==> src/rtl/mx11_ins_mem_resp_if.sv <==
// mx11_ins_mem_resp_if: instruction MX bus read channel between the mx11 fetch
// master and an instruction memory responder.
//   s_rd_txn_start / s_rd_addr : request level and address (master -> slave)
//   s_rd_txn_ack               : request accepted pulse (slave -> master)
//   s_rd_ready / s_rd_data     : data valid pulse and read byte (slave -> master)
//   s_rd_txn_cpl               : transaction complete pulse (slave -> master)
//   s_rd_err                   : out-of-range completion flag, present only when
//                                MX11_INS_MEM_RESP_ERR_EN is defined
interface mx11_ins_mem_resp_if #(
    parameter int unsigned ADDR_WIDTH = 8,
    parameter int unsigned DATA_WIDTH = 8
);
    logic                  s_rd_txn_start;
    logic [ADDR_WIDTH-1:0] s_rd_addr;
    logic                  s_rd_txn_ack;
    logic                  s_rd_ready;
    logic [DATA_WIDTH-1:0] s_rd_data;
    logic                  s_rd_txn_cpl;
`ifdef MX11_INS_MEM_RESP_ERR_EN
    logic                  s_rd_err;
`endif

    modport slave (
        input  s_rd_txn_start,
        input  s_rd_addr,
        output s_rd_txn_ack,
        output s_rd_ready,
        output s_rd_data,
        output s_rd_txn_cpl
`ifdef MX11_INS_MEM_RESP_ERR_EN
        ,
        output s_rd_err
`endif
    );

    modport master (
        output s_rd_txn_start,
        output s_rd_addr,
        input  s_rd_txn_ack,
        input  s_rd_ready,
        input  s_rd_data,
        input  s_rd_txn_cpl
`ifdef MX11_INS_MEM_RESP_ERR_EN
        ,
        input  s_rd_err
`endif
    );
endinterface

==> src/rtl/mx11_ins_mem_resp.sv <==
// mx11_ins_mem_resp: MX bus read responder serving instruction bytes to the
// mx11 fetch master from an internal byte array.
// Ports:
//   clk, rst   : clock, asynchronous active-high reset
//   bus        : slave side of the instruction MX bus (mx11_ins_mem_resp_if)
//   prog_we    : program-load write enable
//   prog_addr  : program-load address
//   prog_data  : program-load data
// Optional feature: define MX11_INS_MEM_RESP_ERR_EN to add bus.s_rd_err, which
// pulses with s_rd_txn_cpl when the read address is at or beyond MEM_DEPTH.
module mx11_ins_mem_resp #(
    parameter int unsigned ADDR_WIDTH  = 8,
    parameter int unsigned DATA_WIDTH  = 8,
    parameter int unsigned MEM_DEPTH   = 256,
    parameter int unsigned WAIT_STATES = 1,
    parameter int unsigned FILL_VALUE  = 0
) (
    input  logic                  clk,
    input  logic                  rst,
    mx11_ins_mem_resp_if.slave    bus,
    input  logic                  prog_we,
    input  logic [ADDR_WIDTH-1:0] prog_addr,
    input  logic [DATA_WIDTH-1:0] prog_data
);
    localparam int unsigned CNT_W = 4;
    localparam int unsigned IDX_W = (MEM_DEPTH > 1) ? $clog2(MEM_DEPTH) : 1;
    localparam logic [ADDR_WIDTH:0]   DEPTH_LIM = (ADDR_WIDTH+1)'(MEM_DEPTH);
    localparam logic [DATA_WIDTH-1:0] FILL      = DATA_WIDTH'(FILL_VALUE);
    localparam logic [CNT_W-1:0]      WAIT_INIT =
        (WAIT_STATES == 0) ? '0 : CNT_W'(WAIT_STATES - 1);

    typedef enum logic [2:0] {
        ST_IDLE,
        ST_ACK,
        ST_WAIT,
        ST_DATA,
        ST_CPL
    } state_t;

    state_t                state;
    logic [ADDR_WIDTH-1:0] addr_q;
    logic [CNT_W-1:0]      wait_cnt;
    logic                  ack_q;
    logic                  ready_q;
    logic                  cpl_q;
    logic [DATA_WIDTH-1:0] data_q;
    logic                  err_q;

    logic [DATA_WIDTH-1:0] mem [MEM_DEPTH];

    logic                  rd_in_range_c;
    logic                  wr_in_range_c;
    logic [DATA_WIDTH-1:0] rd_word_c;

    // Address decode for the latched read and the program-load write
    assign rd_in_range_c = ({1'b0, addr_q} < DEPTH_LIM);
    assign wr_in_range_c = ({1'b0, prog_addr} < DEPTH_LIM);
    assign rd_word_c     = rd_in_range_c ? mem[addr_q[IDX_W-1:0]] : FILL;

    // Program-load port; contents survive reset. The FSM samples mem with the
    // pre-edge value, giving read-before-write on a same-cycle collision.
    always_ff @(posedge clk) begin
        if (prog_we && wr_in_range_c) begin
            mem[prog_addr[IDX_W-1:0]] <= prog_data;
        end
    end

    // Transaction FSM; every output is the registered image of the next state
    always_ff @(posedge clk or posedge rst) begin
        if (rst) begin
            state    <= ST_IDLE;
            addr_q   <= '0;
            wait_cnt <= '0;
            ack_q    <= 1'b0;
            ready_q  <= 1'b0;
            cpl_q    <= 1'b0;
            data_q   <= '0;
            err_q    <= 1'b0;
        end else begin
            ack_q   <= 1'b0;
            ready_q <= 1'b0;
            cpl_q   <= 1'b0;
            err_q   <= 1'b0;
            case (state)
                ST_IDLE: begin
                    if (bus.s_rd_txn_start) begin
                        addr_q <= bus.s_rd_addr;
                        ack_q  <= 1'b1;
                        state  <= ST_ACK;
                    end
                end
                ST_ACK: begin
                    if (WAIT_STATES == 0) begin
                        data_q  <= rd_word_c;
                        ready_q <= 1'b1;
                        state   <= ST_DATA;
                    end else begin
                        wait_cnt <= WAIT_INIT;
                        state    <= ST_WAIT;
                    end
                end
                ST_WAIT: begin
                    if (wait_cnt == '0) begin
                        data_q  <= rd_word_c;
                        ready_q <= 1'b1;
                        state   <= ST_DATA;
                    end else begin
                        wait_cnt <= wait_cnt - CNT_W'(1);
                    end
                end
                ST_DATA: begin
                    cpl_q <= 1'b1;
                    err_q <= ~rd_in_range_c;
                    state <= ST_CPL;
                end
                ST_CPL: begin
                    state <= ST_IDLE;
                end
                default: begin
                    state <= ST_IDLE;
                end
            endcase
        end
    end

    assign bus.s_rd_txn_ack = ack_q;
    assign bus.s_rd_ready   = ready_q;
    assign bus.s_rd_data    = data_q;
    assign bus.s_rd_txn_cpl = cpl_q;

`ifdef MX11_INS_MEM_RESP_ERR_EN
    assign bus.s_rd_err = err_q;
`else
    // Out-of-range reads complete silently; the flag has no consumer
    logic err_unused;
    assign err_unused = err_q;
`endif

endmodule

==> src/flat_wrapper.sv <==
// flat-port wrapper written by rule: the top's interface ports become plain ports
module mx11_ins_mem_resp_flat 
#(
    parameter int unsigned ADDR_WIDTH  = 8,
    parameter int unsigned DATA_WIDTH  = 8,
    parameter int unsigned MEM_DEPTH   = 256,
    parameter int unsigned WAIT_STATES = 1,
    parameter int unsigned FILL_VALUE  = 0
)
  (clk, rst, prog_we, prog_addr, prog_data, bus_s_rd_txn_start, bus_s_rd_addr, bus_s_rd_txn_ack, bus_s_rd_ready, bus_s_rd_data, bus_s_rd_txn_cpl);
  mx11_ins_mem_resp_if #(.ADDR_WIDTH(ADDR_WIDTH), .DATA_WIDTH(DATA_WIDTH)) bus_i ();
  input  logic clk;
  input  logic rst;
  input  logic prog_we;
  input  logic [ADDR_WIDTH-1:0] prog_addr;
  input  logic [DATA_WIDTH-1:0] prog_data;
  input wire logic [$bits(bus_i.s_rd_txn_start)-1:0] bus_s_rd_txn_start;
  input wire logic [$bits(bus_i.s_rd_addr)-1:0] bus_s_rd_addr;
  output wire logic [$bits(bus_i.s_rd_txn_ack)-1:0] bus_s_rd_txn_ack;
  output wire logic [$bits(bus_i.s_rd_ready)-1:0] bus_s_rd_ready;
  output wire logic [$bits(bus_i.s_rd_data)-1:0] bus_s_rd_data;
  output wire logic [$bits(bus_i.s_rd_txn_cpl)-1:0] bus_s_rd_txn_cpl;
  assign bus_i.s_rd_txn_start = bus_s_rd_txn_start;
  assign bus_i.s_rd_addr = bus_s_rd_addr;
  assign bus_s_rd_txn_ack = bus_i.s_rd_txn_ack;
  assign bus_s_rd_ready = bus_i.s_rd_ready;
  assign bus_s_rd_data = bus_i.s_rd_data;
  assign bus_s_rd_txn_cpl = bus_i.s_rd_txn_cpl;
  mx11_ins_mem_resp #(.ADDR_WIDTH(ADDR_WIDTH), .DATA_WIDTH(DATA_WIDTH), .MEM_DEPTH(MEM_DEPTH), .WAIT_STATES(WAIT_STATES), .FILL_VALUE(FILL_VALUE)) u_core (.clk(clk), .rst(rst), .bus(bus_i), .prog_we(prog_we), .prog_addr(prog_addr), .prog_data(prog_data));
endmodule
==> config.mk <==
export PLATFORM = sky130hd
export DESIGN_NAME = mx11_ins_mem_resp_flat
export DESIGN_NICKNAME = d
export VERILOG_FILES = /design/src/rtl/mx11_ins_mem_resp_if.sv /design/src/rtl/mx11_ins_mem_resp.sv /design/src/flat_wrapper.sv
export SDC_FILE = /design/constraint.sdc
export NUM_CORES = 2
export LEC_CHECK = 0
export BUFFER_PORTS_ARGS = -buffer_cell sky130_fd_sc_hd__buf_2
export CAP_MARGIN = 20
export CORE_UTILIZATION = 63
export CTS_BUF_LIST = sky130_fd_sc_hd__clkbuf_8 sky130_fd_sc_hd__clkbuf_16
export DETAILED_ROUTE_END_ITERATION = 10
export GPL_TIMING_DRIVEN = 1
export MAX_ROUTING_LAYER = met4
export PLACE_DENSITY = 0.79
export SYNTH_ARGS = -nofsm -noshare
export SYNTH_HDL_FRONTEND = slang
export SYNTH_SLANG_ARGS = --single-unit
==> constraint.sdc <==
create_clock -name clk -period 2.8 [get_ports clk]
set_input_delay 0.42 -clock clk [delete_from_list [all_inputs] [get_ports clk]]
set_output_delay 0.42 -clock clk [all_outputs]
set_load 0.1 [all_outputs]
After elaboration in Yosys (flattened, before gate mapping) --
Memory sizes are Yosys's and may differ from the RTL's. A register that Yosys moved wholly into a read port is not among the register bits. Cells that the tools add are included.
Word-level totals: register bits after elaboration 18, bits in writable memories 2048, input bits 28, output and inout port bits 11, logic and storage cells 33, memories 1
Memories:
- u_core.mem | depth 256, width 8, read ports 1, clocked after Yosys merged registers in 1, write ports 1, RTL line mx11_ins_mem_resp.sv:49 | logic [DATA_WIDTH-1:0] mem [MEM_DEPTH];
Cells by class: $add $sub $neg 1, equal/unequal tests 6, mux-type cells 12, reduce and logical (&&, ||, !) cells 7
Operators with widths (number):
- 3-bit one-hot mux with 4 select lines | 1
- 4-bit one-hot mux with 2 select lines | 1
- 2-bit AND reduction | 4
- 1-bit 2-to-1 mux | 7
- 3-bit by 2-bit equality test with 1-bit output (second input constant) | 2
- 3-bit 2-to-1 mux | 2
- 4-bit zero test | 1
- 4-bit 2-to-1 mux | 1
- 2-bit inequality test (second input constant) | 2
- 4-bit by 1-bit subtractor with 4-bit output (second input constant) | 1
- 3-bit by 1-bit equality test with 1-bit output (second input constant) | 1
- 3-bit zero test | 1
- 2-bit by 1-bit inequality test with 1-bit output (second input constant) | 1
- 2-bit nonzero test | 1

Longest topological paths before layout --
depth after elaboration 3, mapped depth 12, gate-level depth less buffers 10

Worst setup path after synthesis --
Ideal clock, no wire load.
kind flip-flop to flip-flop, from register u_core.wait_cnt[0], to register u_core.data_q[6] (netlist: u_core.bus.s_rd_data[6]) (read register of u_core.mem), library setup time 87 ps, data arrival time 2276 ps, required time 2713 ps, path slack 437 ps, cell stages (with the launch flop) 11, buffers on the path 0, period minus slack after synthesis 2363 ps, path through dfrtp_1 inv_1 ha_1 or3b_4 or3_4 clkinv_1 nand2_2 or4_1 a311oi_1 nand4b_1 o211ai_1
On the way: longest elaborated chain between the ends 2
RTL lines:
- from (decl) | RTL line mx11_ins_mem_resp.sv:42 | logic [CNT_W-1:0] wait_cnt;
- from (signal assigned) | RTL line mx11_ins_mem_resp.sv:108 | wait_cnt <= wait_cnt - CNT_W'(1);
- 4-bit zero test | RTL line mx11_ins_mem_resp.sv:103 | if (wait_cnt == '0) begin
- 2-bit AND reduction (no line)
- to (decl) | RTL line mx11_ins_mem_resp.sv:46 | logic [DATA_WIDTH-1:0] data_q;
Every way passes these cells. A chain may end at the register's enable or synchronous reset.

==> metrics <==
run status=complete, but fails checks; failing checks=setup timing; port buffer count=38; type of the most critical hold path=input port to flop; number of enable flip-flop cells after synthesis=2048; die height=362 um; count of distinct cell types in the synthesized netlist=77; Worst setup SP type=flop; power density over the cells=946 nW/um^2; std cell rows=131; CP required=3490 ps; Post-Synthesis Cell Area=81400 sq um; max-cap violations=0; Lkg Pwr=32.4 nW; number of setup violations in the final report=8; number of global-route vias before repair=46400; placed cell areas=88100 sq um; Yosys reg bits=2074; Root Buffer=sky130_fd_sc_hd__clkbuf_16; setup TNS after final layout=-1230 ps; Core Footprint=128000 sq um; full die area=131000 sq um; ratio of routed vias to standard cells=7.09; final weighted congestion in routability-driven placement=0.960; clock transition at the register clock pins on the worst setup and hold paths after CTS=60 ps; YS warnings=0; portion of synthesized cell area occupied by the leading cell type=0.755; Tot Pwr=91.5 mW; detail-routed net length per standard cell=34.5 um; count of final max-slew check failures=0; sequential fraction of the synthesis area=0.763; data arrival time of the critical path=3730 ps; final cell area excluding filler cells=96800 sq um; iteration count of the initial detailed-routing pass=9; Bufs and invs on worst path=5; TritonCTS clock tree=built; effective utilization at floorplan=0.637; Worst Path Class, Setup=flop to flop; biggest area contributors in the synthesized netlist=sky130_fd_sc_hd__edfxtp_1 (76%), sky130_fd_sc_hd__mux4_2 (8.0%), sky130_fd_sc_hd__mux2i_1 (5.0%); final routed wirelength across all metal layers=231000 um; highest-count cells in the layout ignoring fill and taps=sky130_fd_sc_hd__edfxtp_1 (2048), sky130_fd_sc_hd__buf_4 (629), sky130_fd_sc_hd__mux2i_1 (393), sky130_fd_sc_hd__mux4_2 (294), sky130_fd_sc_hd__nor2_1 (272); post-synthesis to final-layout area growth=18.8%; cell type contributing the most total cell area after synthesis=sky130_fd_sc_hd__edfxtp_1; Synth Instances=4122; number of DRC markers after the initial detailed-route iteration=8114; die width=362 um; number of buffers added by the clock tree synthesis step=192; # DRC=0; share of cells above drive strength 1=0.315; first-pass GRT wire length=320000 um; Global Route Usage Sum=0.355; clock latency on the worst-skew pair=830 ps; leading register cell type out of synthesis=sky130_fd_sc_hd__edfxtp_1; buffer depth of the longest clock path=3; GR Overflow Total=0; most common library cell in the layout ignoring fill and taps=sky130_fd_sc_hd__edfxtp_1; largest incremental delay on the critical path=610 ps; synthesized area divided by synthesized cell count=19.8 sq um; H-tree lvl count=4; headroom to the max-slew limit=0.353; RSZ-0062 raised after global routing=true; Final Hold Vio Count=0; transition time of the tightest slew-check pin=961 ps; Net count, final=4885; worst clock skew=29.7 ps; HPWL reported at the end of detailed placement=136000 um; worst setup slack after placement=-641 ps; Final Cycle Share=1.08; Syn Nets=4152; number of ports placed on the die boundary=39; Post-synth ARST share=0.0125; slowest CP cell=sky130_fd_sc_hd__dfrtp_4; smallest setup slack after layout=-237 ps; Peak VDD IR=726 uV; Detail Route Antenna Nets=0; crit-path leading delay family=buffers and inverters; Clock Sink Count=2074; f_max=0.329 GHz; critical path's most frequent cell=sky130_fd_sc_hd__buf_4; crit path max fanout=13; ordered cell list for the critical path=buf_4 > nand3b_1 > buf_12 > buf_4 > o22ai_1 > or3_4 > a211oi_2 > buf_4 > o21ai_4 > nand4_1 > buf_4 > o21ai_1; largest net degree at the start of global routing=100; number of antenna violations at the first check in global routing=14; total number of vias=47500; share of the core filled with cells in the final layout=0.757; crit end category=flop; fin crit period=3040 ps
power by group:
part           total [mW]  internal [mW]  switching [mW]
Clock                25.7           14.3            11.4
Combinational        31.2           13.5            17.7
Sequential           34.7           34.3           0.363
Total                91.5           62.1            29.4
cells by family (layout without fill, tap and decap cells):
family,after synthesis,count (layout),synth area share
adder cells (fa/ha/maj),2,2,0.000307
flip-flops,2074,2074,0.763
XOR/XNOR,3,3,0.000323
buffers and inverters,269,1170,0.0242
other,0,15,0
multiplexers,732,732,0.140
AO/OA/AOI/OAI,505,505,0.0432
AND/OR/NAND/NOR,537,537,0.0288
worst reg2reg max path, stage by stage (launching register included):
cell,delay [ps]
sky130_fd_sc_hd__dfrtp_4,610
sky130_fd_sc_hd__buf_4,210
sky130_fd_sc_hd__nand3b_1,180
sky130_fd_sc_hd__buf_12,210
sky130_fd_sc_hd__buf_4,280
sky130_fd_sc_hd__o22ai_1,160
sky130_fd_sc_hd__or3_4,380
sky130_fd_sc_hd__a211oi_2,250
sky130_fd_sc_hd__buf_4,180
sky130_fd_sc_hd__o21ai_4,80
sky130_fd_sc_hd__nand4_1,170
sky130_fd_sc_hd__buf_4,140
sky130_fd_sc_hd__o21ai_1,70
Yosys cell counts (all sizes together), types with 17 or more instances:
library cell	instances
edfxtp	2048
mux2i	409
mux4	318
nor2	278
buf	157
o22ai	124
nand2	123
clkbuf	101
o21ai	80
a211oi	57
a21oi	56
o221ai	56
nand3	41
a221oi	39
dfrtp	26
a2111oi	24
a22oi	18
nor3	17
worst paths after layout:
path,startpoint,to,slack (ps),cells past startpoint
min reg2reg,u_core.state[2]$_DFFE_PP0P_,u_core.state[1]$_DFFE_PP0P_,460,1
min,prog_data[5],u_core.mem[86][5]$_DFFE_PP_,80,1
min in group asynchronous,rst,u_core.addr_q[7]$_DFFE_PP0P_,260,4
max reg2reg,u_core.addr_q[2]$_DFFE_PP0P_,u_core.bus.s_rd_data[5]$_DFFE_PP0P_,-240,12
max,u_core.addr_q[2]$_DFFE_PP0P_,u_core.bus.s_rd_data[5]$_DFFE_PP0P_,-240,12
max in group asynchronous,rst,u_core.addr_q[2]$_DFFE_PP0P_,2130,4
routing by layer:
metal | vias up | track usage | part of all wire
met3 | 772 | 0.0812 | 0.13
met4 | 0 | 0.173 | 0.055
met2 | 4429 | 0.536 | 0.48
li1 | 18500 | - | -
met5 | - | - | 0
met1 | 23800 | 0.462 | 0.33
timing repair:
action | CTS | global route
setup buffers | 26 | 17
setup endpoints to repair | 8 | 8
gates resized for setup | 220 | 142
hold buffers | 8 | 0
cloned | 9 | 2
pin swaps | 45 | 65
endpoints found under the hold margin | 33 | 0
area by class of cell:
| cell class | instances | area, sq um |
|---|---|---|
| antenna | 15 | 37.5 |
| clock buffer | 207 | 5060 |
| clock inverter | 155 | 1110 |
| fill | 6225 | 31100 |
| inverter | 10 | 53.8 |
| multi-input combinational | 1779 | 18800 |
| sequential | 2074 | 62200 |
| tap | 1662 | 2080 |
| timing repair buffer | 798 | 7470 |
state kept, by name (all words and copies together), names as in the netlist:
signal and cells:
u_core.state 3, u_core.wait_cnt 4, u_core.bus.s_rd_txn_cpl 1, u_core.bus.s_rd_ready 1, u_core.mem 2048, u_core.addr_q 8, u_core.bus.s_rd_data 8, u_core.bus.s_rd_txn_ack 1
through the flow:
stage               instances  hold WS [ps]
global route             6695          46.5
detailed placement       6272           433
global placement         6272           419
finish                   6700          76.2
CTS                      6673          23.7
floorplan                4122           415
Note: power is estimated with default switching activity, not from simulation.
